## config.mk

```make
export PLATFORM = sky130hd
export DESIGN_NAME = pbit_sampler
export DESIGN_NICKNAME = d
export VERILOG_FILES = /design/src/rtl/pbit_pkg.sv /design/src/rtl/pbit_accumulator.sv /design/src/rtl/pbit_sampler.sv
export SDC_FILE = /design/constraint.sdc
export NUM_CORES = 1
export LEC_CHECK = 0
export ABC_AREA = 1
export CAP_MARGIN = 25
export CORE_ASPECT_RATIO = 1.4
export CORE_UTILIZATION = 45
export CTS_BUF_LIST = sky130_fd_sc_hd__clkbuf_4
export DETAILED_ROUTE_END_ITERATION = 8
export GPL_TIMING_DRIVEN = 0
export PLACE_DENSITY_LB_ADDON = 0.15
export SLEW_MARGIN = 20
export SYNTH_ARGS = -nofsm -noshare
export SYNTH_HDL_FRONTEND = slang
export SYNTH_SLANG_ARGS = --single-unit
```

## constraint.sdc

```tcl
create_clock -name clk -period 2.1 [get_ports clk]
set_input_delay 0.42 -clock clk [delete_from_list [all_inputs] [get_ports clk]]
set_output_delay 0.42 -clock clk [all_outputs]
set_load 0.02 [all_outputs]
```

## src/rtl/pbit_pkg.sv

```systemverilog
// Shared types and helpers for the p-bit readout engine.
package pbit_pkg;

    // State | meaning
    // IDLE   | waiting for start; last result still visible on sums
    // FLUSH  | holding the network in reset for FLUSH_CYCLES cycles
    // BURN   | discarding burn_in cycles while the network settles
    // SAMPLE | accumulating bipolar p-bit values for n_samples cycles
    // DONE   | result valid, waiting for the consumer to take it
    typedef enum logic [2:0] {
        IDLE   = 3'd0,
        FLUSH  = 3'd1,
        BURN   = 3'd2,
        SAMPLE = 3'd3,
        DONE   = 3'd4
    } sampler_state_t;

    localparam int FLUSH_CYCLES = 2;

    // Maps a p-bit level onto its bipolar value: 1 -> +1, 0 -> -1.
    function automatic logic signed [1:0] bipolar(input logic b);
        return b ? 2'sd1 : -2'sd1;
    endfunction

endpackage

```

## src/rtl/pbit_accumulator.sv

```systemverilog
// Signed up/down counter holding the running bipolar sum of one p-bit.
module pbit_accumulator
    import pbit_pkg::*;
#(
    parameter int CNT_WIDTH = 16
) (
    input  logic                        clk,
    input  logic                        reset,
    input  logic                        clear_i,
    input  logic                        enable_i,
    input  logic                        p_bit_i,
    output logic signed [CNT_WIDTH:0]   sum_o
);

    logic signed [1:0]         step_bp;
    logic signed [CNT_WIDTH:0] step;
    logic signed [CNT_WIDTH:0] sum_d;
    logic signed [CNT_WIDTH:0] sum_q;

    // Next sum: clear wins over accumulate; the +/-1 step is sign-extended to the sum width.
    always_comb begin
        step_bp = bipolar(p_bit_i);
        step    = {{(CNT_WIDTH - 1){step_bp[1]}}, step_bp};
        sum_d   = sum_q;
        if (clear_i) begin
            sum_d = '0;
        end else if (enable_i) begin
            sum_d = sum_q + step;
        end
    end

    // Sum register; an aborting reset discards any partial result.
    always_ff @(posedge clk or negedge reset) begin
        if (!reset) begin
            sum_q <= '0;
        end else begin
            sum_q <= sum_d;
        end
    end

    assign sum_o = sum_q;

endmodule

```

## src/rtl/pbit_sampler.sv

```systemverilog
// Readout engine for a p-bit network: flush, burn-in, sample window, handshake.
//
// State  | meaning
// IDLE   | waiting for start; sums keep the previous result
// FLUSH  | net_reset high for FLUSH_CYCLES cycles
// BURN   | counting down burn_in discarded cycles
// SAMPLE | counting down n_samples accumulated cycles
// DONE   | sum_valid high until sum_ready
module pbit_sampler
    import pbit_pkg::*;
#(
    parameter int N_BITS    = 3,
    parameter int CNT_WIDTH = 16
) (
    input  logic                                clk,
    input  logic                                reset,
    input  logic                                start,
    input  logic [CNT_WIDTH-1:0]                burn_in,
    input  logic [CNT_WIDTH-1:0]                n_samples,
    input  logic [N_BITS-1:0]                   p_bits,
    output logic                                net_reset,
    output logic                                busy,
    output logic [N_BITS*(CNT_WIDTH+1)-1:0]     sums,
    output logic                                sum_valid,
    input  logic                                sum_ready
);

    localparam int SUM_W   = CNT_WIDTH + 1;
    localparam int FLUSH_W = (FLUSH_CYCLES > 2) ? $clog2(FLUSH_CYCLES) : 1;
    localparam logic [CNT_WIDTH-1:0] CNT_ONE    = CNT_WIDTH'(1);
    localparam logic [FLUSH_W-1:0]   FLUSH_ONE  = FLUSH_W'(1);
    localparam logic [FLUSH_W-1:0]   FLUSH_LAST = FLUSH_W'(FLUSH_CYCLES - 1);

    sampler_state_t       state_q;
    logic [CNT_WIDTH-1:0] cnt_q;
    logic [CNT_WIDTH-1:0] burn_q;
    logic [CNT_WIDTH-1:0] samples_q;
    logic [FLUSH_W-1:0]   flush_cnt_q;
    logic                 net_reset_q;
    logic                 busy_q;
    logic                 sum_valid_q;

    logic                 acc_clear;
    logic                 acc_enable;

    // Sums are cleared on the accepted start and accumulate on every SAMPLE cycle.
    assign acc_clear  = (state_q == IDLE) && start;
    assign acc_enable = (state_q == SAMPLE);

    // Sequencer: one shared down-counter serves BURN and SAMPLE; zero-length phases are skipped.
    always_ff @(posedge clk or negedge reset) begin
        if (!reset) begin
            state_q     <= IDLE;
            cnt_q       <= '0;
            burn_q      <= '0;
            samples_q   <= '0;
            flush_cnt_q <= '0;
            net_reset_q <= 1'b0;
            busy_q      <= 1'b0;
            sum_valid_q <= 1'b0;
        end else begin
            unique case (state_q)
                IDLE: begin
                    if (start) begin
                        burn_q      <= burn_in;
                        samples_q   <= n_samples;
                        flush_cnt_q <= FLUSH_LAST;
                        net_reset_q <= 1'b1;
                        busy_q      <= 1'b1;
                        state_q     <= FLUSH;
                    end
                end
                FLUSH: begin
                    if (flush_cnt_q == '0) begin
                        net_reset_q <= 1'b0;
                        if (burn_q != '0) begin
                            cnt_q   <= burn_q - CNT_ONE;
                            state_q <= BURN;
                        end else if (samples_q != '0) begin
                            cnt_q   <= samples_q - CNT_ONE;
                            state_q <= SAMPLE;
                        end else begin
                            sum_valid_q <= 1'b1;
                            state_q     <= DONE;
                        end
                    end else begin
                        flush_cnt_q <= flush_cnt_q - FLUSH_ONE;
                    end
                end
                BURN: begin
                    if (cnt_q == '0) begin
                        if (samples_q != '0) begin
                            cnt_q   <= samples_q - CNT_ONE;
                            state_q <= SAMPLE;
                        end else begin
                            sum_valid_q <= 1'b1;
                            state_q     <= DONE;
                        end
                    end else begin
                        cnt_q <= cnt_q - CNT_ONE;
                    end
                end
                SAMPLE: begin
                    if (cnt_q == '0) begin
                        sum_valid_q <= 1'b1;
                        state_q     <= DONE;
                    end else begin
                        cnt_q <= cnt_q - CNT_ONE;
                    end
                end
                DONE: begin
                    if (sum_ready) begin
                        sum_valid_q <= 1'b0;
                        busy_q      <= 1'b0;
                        state_q     <= IDLE;
                    end
                end
                default: begin
                    state_q <= IDLE;
                end
            endcase
        end
    end

    assign net_reset = net_reset_q;
    assign busy      = busy_q;
    assign sum_valid = sum_valid_q;

    for (genvar i = 0; i < N_BITS; i++) begin : g_acc
        pbit_accumulator #(
            .CNT_WIDTH (CNT_WIDTH)
        ) u_acc (
            .clk      (clk),
            .reset    (reset),
            .clear_i  (acc_clear),
            .enable_i (acc_enable),
            .p_bit_i  (p_bits[i]),
            .sum_o    (sums[i*SUM_W +: SUM_W])
        );
    end

endmodule

```

**Yosys cells after proc, flatten, opt, wreduce, memory -nomap -nowiden**

Cells that the tools add are included.

- Register bits: 106
- Input bits: 39
- Output and inout port bits: 54
- Logic and storage cells: 82

- Add/sub/neg operators: 7
- Equality and inequality tests: 11
- Multiplexer cells: 36
- Reductions and logical operators: 17

Operators by type and width:

| operator | number |
|---|---|
| 2-to-1 mux 17 bit | 6 |
| 2-to-1 mux 16 bit | 5 |
| adder 17 x 2 -> 17 bit | 3 |
| one-hot mux 16 bit (3 select lines) | 1 |
| subtractor 16 x 1 -> 16 bit (second input constant) | 3 |
| nonzero test 16 bit | 2 |
| 2-to-1 mux 3 bit | 7 |
| zero test 16 bit | 1 |
| one-hot mux 3 bit (5 select lines) | 1 |
| != test 2 bit (second input constant) | 6 |
| 2-to-1 mux 1 bit | 9 |
| AND reduction 3 bit | 3 |
| == test 3 x 2 -> 1 bit (second input constant) | 2 |
| 2-to-1 mux 2 bit | 3 |
| one-hot mux 1 bit (2 select lines) | 3 |
| AND reduction 6 bit | 1 |
| nonzero test 2 bit | 3 |
| AND reduction 5 bit | 1 |
| one-hot mux 1 bit (4 select lines) | 1 |
| AND reduction 2 bit | 2 |
| nonzero test 4 bit | 1 |
| == test 3 x 1 -> 1 bit (second input constant) | 1 |
| == test 3 bit (second input constant) | 1 |
| zero test 3 bit | 1 |
| 4 further kinds | 4 |

**Depth between registers and ports, before layout**

- Depth after elaboration: 5
- Mapped depth: 13
- Mapped depth without buffers: 13

**By module**

From an unflattened synthesis, not the netlist that was laid out.

- Cells, all modules: 1432
- Area, all modules: 9175.0 um2

Modules (own cells, without submodules):

| module | times used | cells each | area each (um2) | seq. area each (um2) |
|---|---|---|---|---|
| pbit_accumulator | 3 | 261 | 1649.1 | 425.4 |
| pbit_sampler | 1 | 649 | 4227.8 | 1376.3 |

**Worst setup path after synthesis**

OpenSTA, ideal clock, no wires.

- Path type: in2reg
- Start: input p_bits[0]
- End: register g_acc[0].u_acc.sum_q[10]
- Library setup time: 0.083 ns
- Arrival time: 1.962 ns
- Data required time: 2.017 ns
- Slack: 0.056 ns
- Stages on the path: 10
- Buffers on the path: 0
- Path through: inv_1 > ha_1 > a21oi_1 > a21oi_1 > or2_2 > nand2_1 > nand3_1 > nand2_1 > nand2_1 > o21ai_0

- Longest elaborated chain between the ends: 4

RTL lines:

| element | RTL line | source |
|---|---|---|
| start: declaration | pbit_sampler.sv:20 | `input logic [N_BITS-1:0] p_bits,` |
| 2-to-1 mux 2 bit | pbit_pkg.sv:22 | `return b ? 2'sd1 : -2'sd1;` |
| adder 17 x 2 -> 17 bit | pbit_accumulator.sv:28 | `sum_d = sum_q + step;` |
| 2-to-1 mux 17 bit | pbit_accumulator.sv:27 | `end else if (enable_i) begin` |
| 2-to-1 mux 17 bit | pbit_accumulator.sv:25 | `if (clear_i) begin` |
| end signal: assignment | pbit_accumulator.sv:37 | `sum_q <= sum_d;` |
| end: declaration | pbit_accumulator.sv:18 | `logic signed [CNT_WIDTH:0] sum_q;` |

Every way passes these cells. The select of a mux whose other input is x is not followed.
A chain may end at the register's enable or synchronous reset.

**Worst setup path in the final report**

- Start: register g_acc[1].u_acc.sum_q[0]
- End: output sums[17]

RTL lines:

| element | RTL line | source |
|---|---|---|
| start: declaration | pbit_accumulator.sv:18 |  |
| start signal: assignment | pbit_accumulator.sv:37 |  |
| end: declaration | pbit_sampler.sv:23 | `output logic [N_BITS*(CNT_WIDTH+1)-1:0] sums,` |

No word-level cell between the ends.

==> impl_metrics.yaml <==
synthesis:
  synth-adder-area-share_pct: 8.22
  synth_top_family_by_area: "simple AND/OR/NAND/NOR gates"
  synth-compound-area-share_pct: 13.6
  yosys-top-cells-area: "sky130_fd_sc_hd__dfrtp_1, sky130_fd_sc_hd__nand2_1, sky130_fd_sc_hd__ha_1, sky130_fd_sc_hd__nand3_1, sky130_fd_sc_hd__nor2_1"
  syn-mean-instance-area_sq_um: 6.80
  synth_simple_gate_area_share_pct: 35.6
  syn-cell-area_sq_mm: 0.00819
  synth_nets: 1296
  synth_top_cell_by_area: "sky130_fd_sc_hd__dfrtp_1"
  synth_async_sr_flop_share_pct: 100
  synth_largest_type_area_fraction_pct: 32.4
  synthCells: 1205
  synth_cell_type_count: 44
  synth.mux.area_fraction_pct: 0
  synth_enable_flop_cells: 0
  post_synth_xor_area_fraction_pct: 3.53
  yosysWarnings: 0
  yosys_register_bits: 106
  commonest_register_cell_after_synthesis: "sky130_fd_sc_hd__dfrtp_1"
  synth_seq_area_share_pct: 32.4
global_route:
  antenna_found_initial: 1
  grt_max_degree: 56
  first_global_vias: 8050
  global_route_wire_length_before_repair_mm: 39.3
  grt_ovf: 0
  grt_util_all_layers_pct: 27.0
sta:
  timing.final.crit_share_pct: 97.0
  report.final.slew_viol_count: 0
  max_slew.worst_pin.slew_ps: 597
  relSlewSlack_pct: 60.2
  fmax_mhz: 491
  post_layout_min_period_ps: 2040
  hold_viol_final: 0
  clock-skew-final_ps: 19.6
  finalSetupViolCount: 0
clock_network:
  clock_latency_ps: 530
  clock_input_transition_at_the_sequential_cells_of_the_worst_setup_and_hold_paths_ps: 180
  root_buffer_master: "sky130_fd_sc_hd__clkbuf_4"
  numCtsBuffers: 9
  cts.path.max_buffers: 2
  cts.sink_count: 106
  tritoncts_clock_tree: "built"
  h_tree_depth: 3
drt:
  vias_per_cell: 5.25
  postRouteWirelength_mm: 23.7
  vias: 8201
  remaining_drc_errors: 0
  routed_wire_length_per_instance_microns: 15.2
  ant_nets: 0
  drt_iter0_drc: 451
  dr.pass1.iters: 5
final_layout:
  area_delta_synth_final_pct: 18.8
  layout.filler_cells: 1879
  finalCoreUtilization_pct: 54.3
  final_cell_area_sq_mm: 0.00973
  final_layout_size_suffix_gt1_share_pct: 7.65
  finalNetCount: 1407
  final_cell_count_no_fill: 1562
die:
  die_w_microns: 116
  floorplan.rows: 58
  design.core.area_sq_mm: 0.0179
  start_util_pct: 45.7
  fp.dieArea_sq_mm: 0.0188
  die_height_microns: 162
  io_pins: 93
placed_design:
  placed_cells: 1538
  finalWeightedCongestion: 0.920
  hpwl_mm: 18.5
  buffer_ports.inserted: 92
  dpl-instance-area_sq_mm: 0.00944
critical_path:
  count_of_buffer_and_inverter_cells_on_the_critical_path: 1
  worst_path_dominant_cell_family: "buffers and inverters"
  cpPeakStageDelay_ps: 630
  class_of_the_most_critical_setup_path: "flip-flop to output pin"
  timing.critical_path.slowest_stage_cell: "sky130_fd_sc_hd__clkdlybuf4s50_1"
  arrival_ps: 1620
  critPathRequiredTime_ps: 1680
  setup.worst_path.end_class: "output pin"
  critical_path.cell_chain: "clkdlybuf4s50_1"
  setup.worst_path.start_class: "flip-flop"
  path_max_fanout: 6
run_status:
  outcome: "finished clean"
power_and_ir_drop:
  leakage_uw: 0.00482
  power_per_cell_area_mw_per_mm2: 1570
  worst_ir_drop_vdd_mv: 0.559
  finalPower_uw: 15300
job:
  cap_violations: 0
min_path:
  hold_path.class: "input port to flip-flop"
==> routing by layer <==
layer | global-route usage, % | part of all wire, %
met5 | 0 | 0
met4 | 14.7 | 5.3
met3 | 3.08 | 3.0
met2 | 48.8 | 51
met1 | 30.4 | 40
==> path summary, 6_finish.rpt <==
path	cells after the start	startpoint	slack (ps)	end
min in group asynchronous	2	reset	380	g_acc[1].u_acc.sum_o[14]
max in group asynchronous	3	reset	1050	g_acc[2].u_acc.sum_o[2]
min	4	p_bits[2]	370	g_acc[2].u_acc.sum_o[16]
max	1	g_acc[1].u_acc.sum_o[0]	60	sums[17]
max reg2reg	9	cnt_q[5]	100	cnt_q[9]
min reg2reg	2	flush_cnt_q	520	flush_cnt_q
==> report_power, final <==
group / switching [uW] / internal, uW
combinational: 6270 / 3830
sequential: 1030 / 3040
clock: 768 / 361
==> cell usage after synthesis, types with 3 or more instances <==
cell	instances
sky130_fd_sc_hd__nor2_4	3
sky130_fd_sc_hd__inv_2	7
sky130_fd_sc_hd__buf_2	12
sky130_fd_sc_hd__o21a_1	5
sky130_fd_sc_hd__clkbuf_1	5
sky130_fd_sc_hd__inv_1	100
sky130_fd_sc_hd__nor4_1	3
sky130_fd_sc_hd__o21bai_1	4
sky130_fd_sc_hd__ha_1	49
sky130_fd_sc_hd__xor2_1	24
sky130_fd_sc_hd__buf_6	4
sky130_fd_sc_hd__a31oi_1	4
sky130_fd_sc_hd__xnor2_1	9
sky130_fd_sc_hd__nor2_2	7
sky130_fd_sc_hd__nor3_1	11
sky130_fd_sc_hd__dfrtp_1	106
sky130_fd_sc_hd__o21ai_0	79
sky130_fd_sc_hd__o31ai_1	4
sky130_fd_sc_hd__a32o_1	7
sky130_fd_sc_hd__nor2_1	123
sky130_fd_sc_hd__a21oi_1	75
sky130_fd_sc_hd__or2_2	12
sky130_fd_sc_hd__nand2_1	385
sky130_fd_sc_hd__nand4_1	9
sky130_fd_sc_hd__o21ai_1	6
sky130_fd_sc_hd__a22o_1	3
sky130_fd_sc_hd__fa_1	3
sky130_fd_sc_hd__nand2_4	5
sky130_fd_sc_hd__nor3_2	3
sky130_fd_sc_hd__a21o_1	6
sky130_fd_sc_hd__nand3_1	114
==> repair_timing <==
item,4_1_cts,5_1_grt
hold buffers,1,0
buffers inserted,5,0
hold endpoints to repair,51,0
setup endpoints to repair,29,23
gates resized for setup,14,17
cloned,1,0
pin swaps,0,1
==> flip-flops by register name (all words and copies together) (netlist names) <==
register and count:
burn_q 16, samples_q 16, net_reset 1, state_q 3, cnt_q 16, sum_valid 1, flush_cnt_q 1, busy 1
g_acc.u_acc.sum_o 51
==> per-stage QoR <==
step                      hold slack, ps  setup slack [ps]  setup TNS (ps)
after floorplan                      124              55.7               0
after detailed placement             400              -967          -26770
after global routing                 407             -7.16           -7.83
after CTS                            388              3.54               0
after global placement               465             -3710         -418540
final                                366              63.9               0
==> kinds of logic (layout without fill, tap and decap cells) <==
family	Yosys count	after routing
adder cells (fa/ha/maj)	52	52
flip-flops	106	106
AND/OR/NAND/NOR	683	683
XOR/XNOR	33	33
buffers and inverters	132	248
AO/OA/AOI/OAI	199	199
other	0	1
==> cell usage in the layout (no fill, tap or decap), types with 7 or more instances in the layout <==
cell type                         instances
sky130_fd_sc_hd__a21oi_1                 74
sky130_fd_sc_hd__a32o_1                   7
sky130_fd_sc_hd__buf_2                   11
sky130_fd_sc_hd__clkbuf_4                 9
sky130_fd_sc_hd__clkdlybuf4s50_1         86
sky130_fd_sc_hd__dfrtp_1                103
sky130_fd_sc_hd__ha_1                    47
sky130_fd_sc_hd__inv_1                   96
sky130_fd_sc_hd__inv_2                    7
sky130_fd_sc_hd__nand2_1                385
sky130_fd_sc_hd__nand3_1                111
sky130_fd_sc_hd__nand4_1                  9
sky130_fd_sc_hd__nor2_1                 123
sky130_fd_sc_hd__nor3_1                  11
sky130_fd_sc_hd__o21ai_0                 77
sky130_fd_sc_hd__o21ai_1                  7
sky130_fd_sc_hd__or2_2                   12
sky130_fd_sc_hd__xnor2_1                  9
sky130_fd_sc_hd__xor2_1                  24
==> final cells by class <==
cell class | instances | area, sq um | area share (%)
Clock buffer | 9 | 67.6 | 0.694
Buffer | 24 | 146 | 1.50
Antenna cell | 1 | 2.50 | 0.0257
Timing Repair inverter | 1 | 5.00 | 0.0514
Inverter | 108 | 422 | 4.33
Tap cell | 240 | 300 | 3.09
Multi-Input combinational cell | 967 | 5040 | 51.8
Sequential cell | 106 | 2660 | 27.3
Timing Repair Buffer | 99 | 1020 | 10.5
Clock inverter | 7 | 68.8 | 0.707
Note: power is estimated with default switching activity, not from simulation.
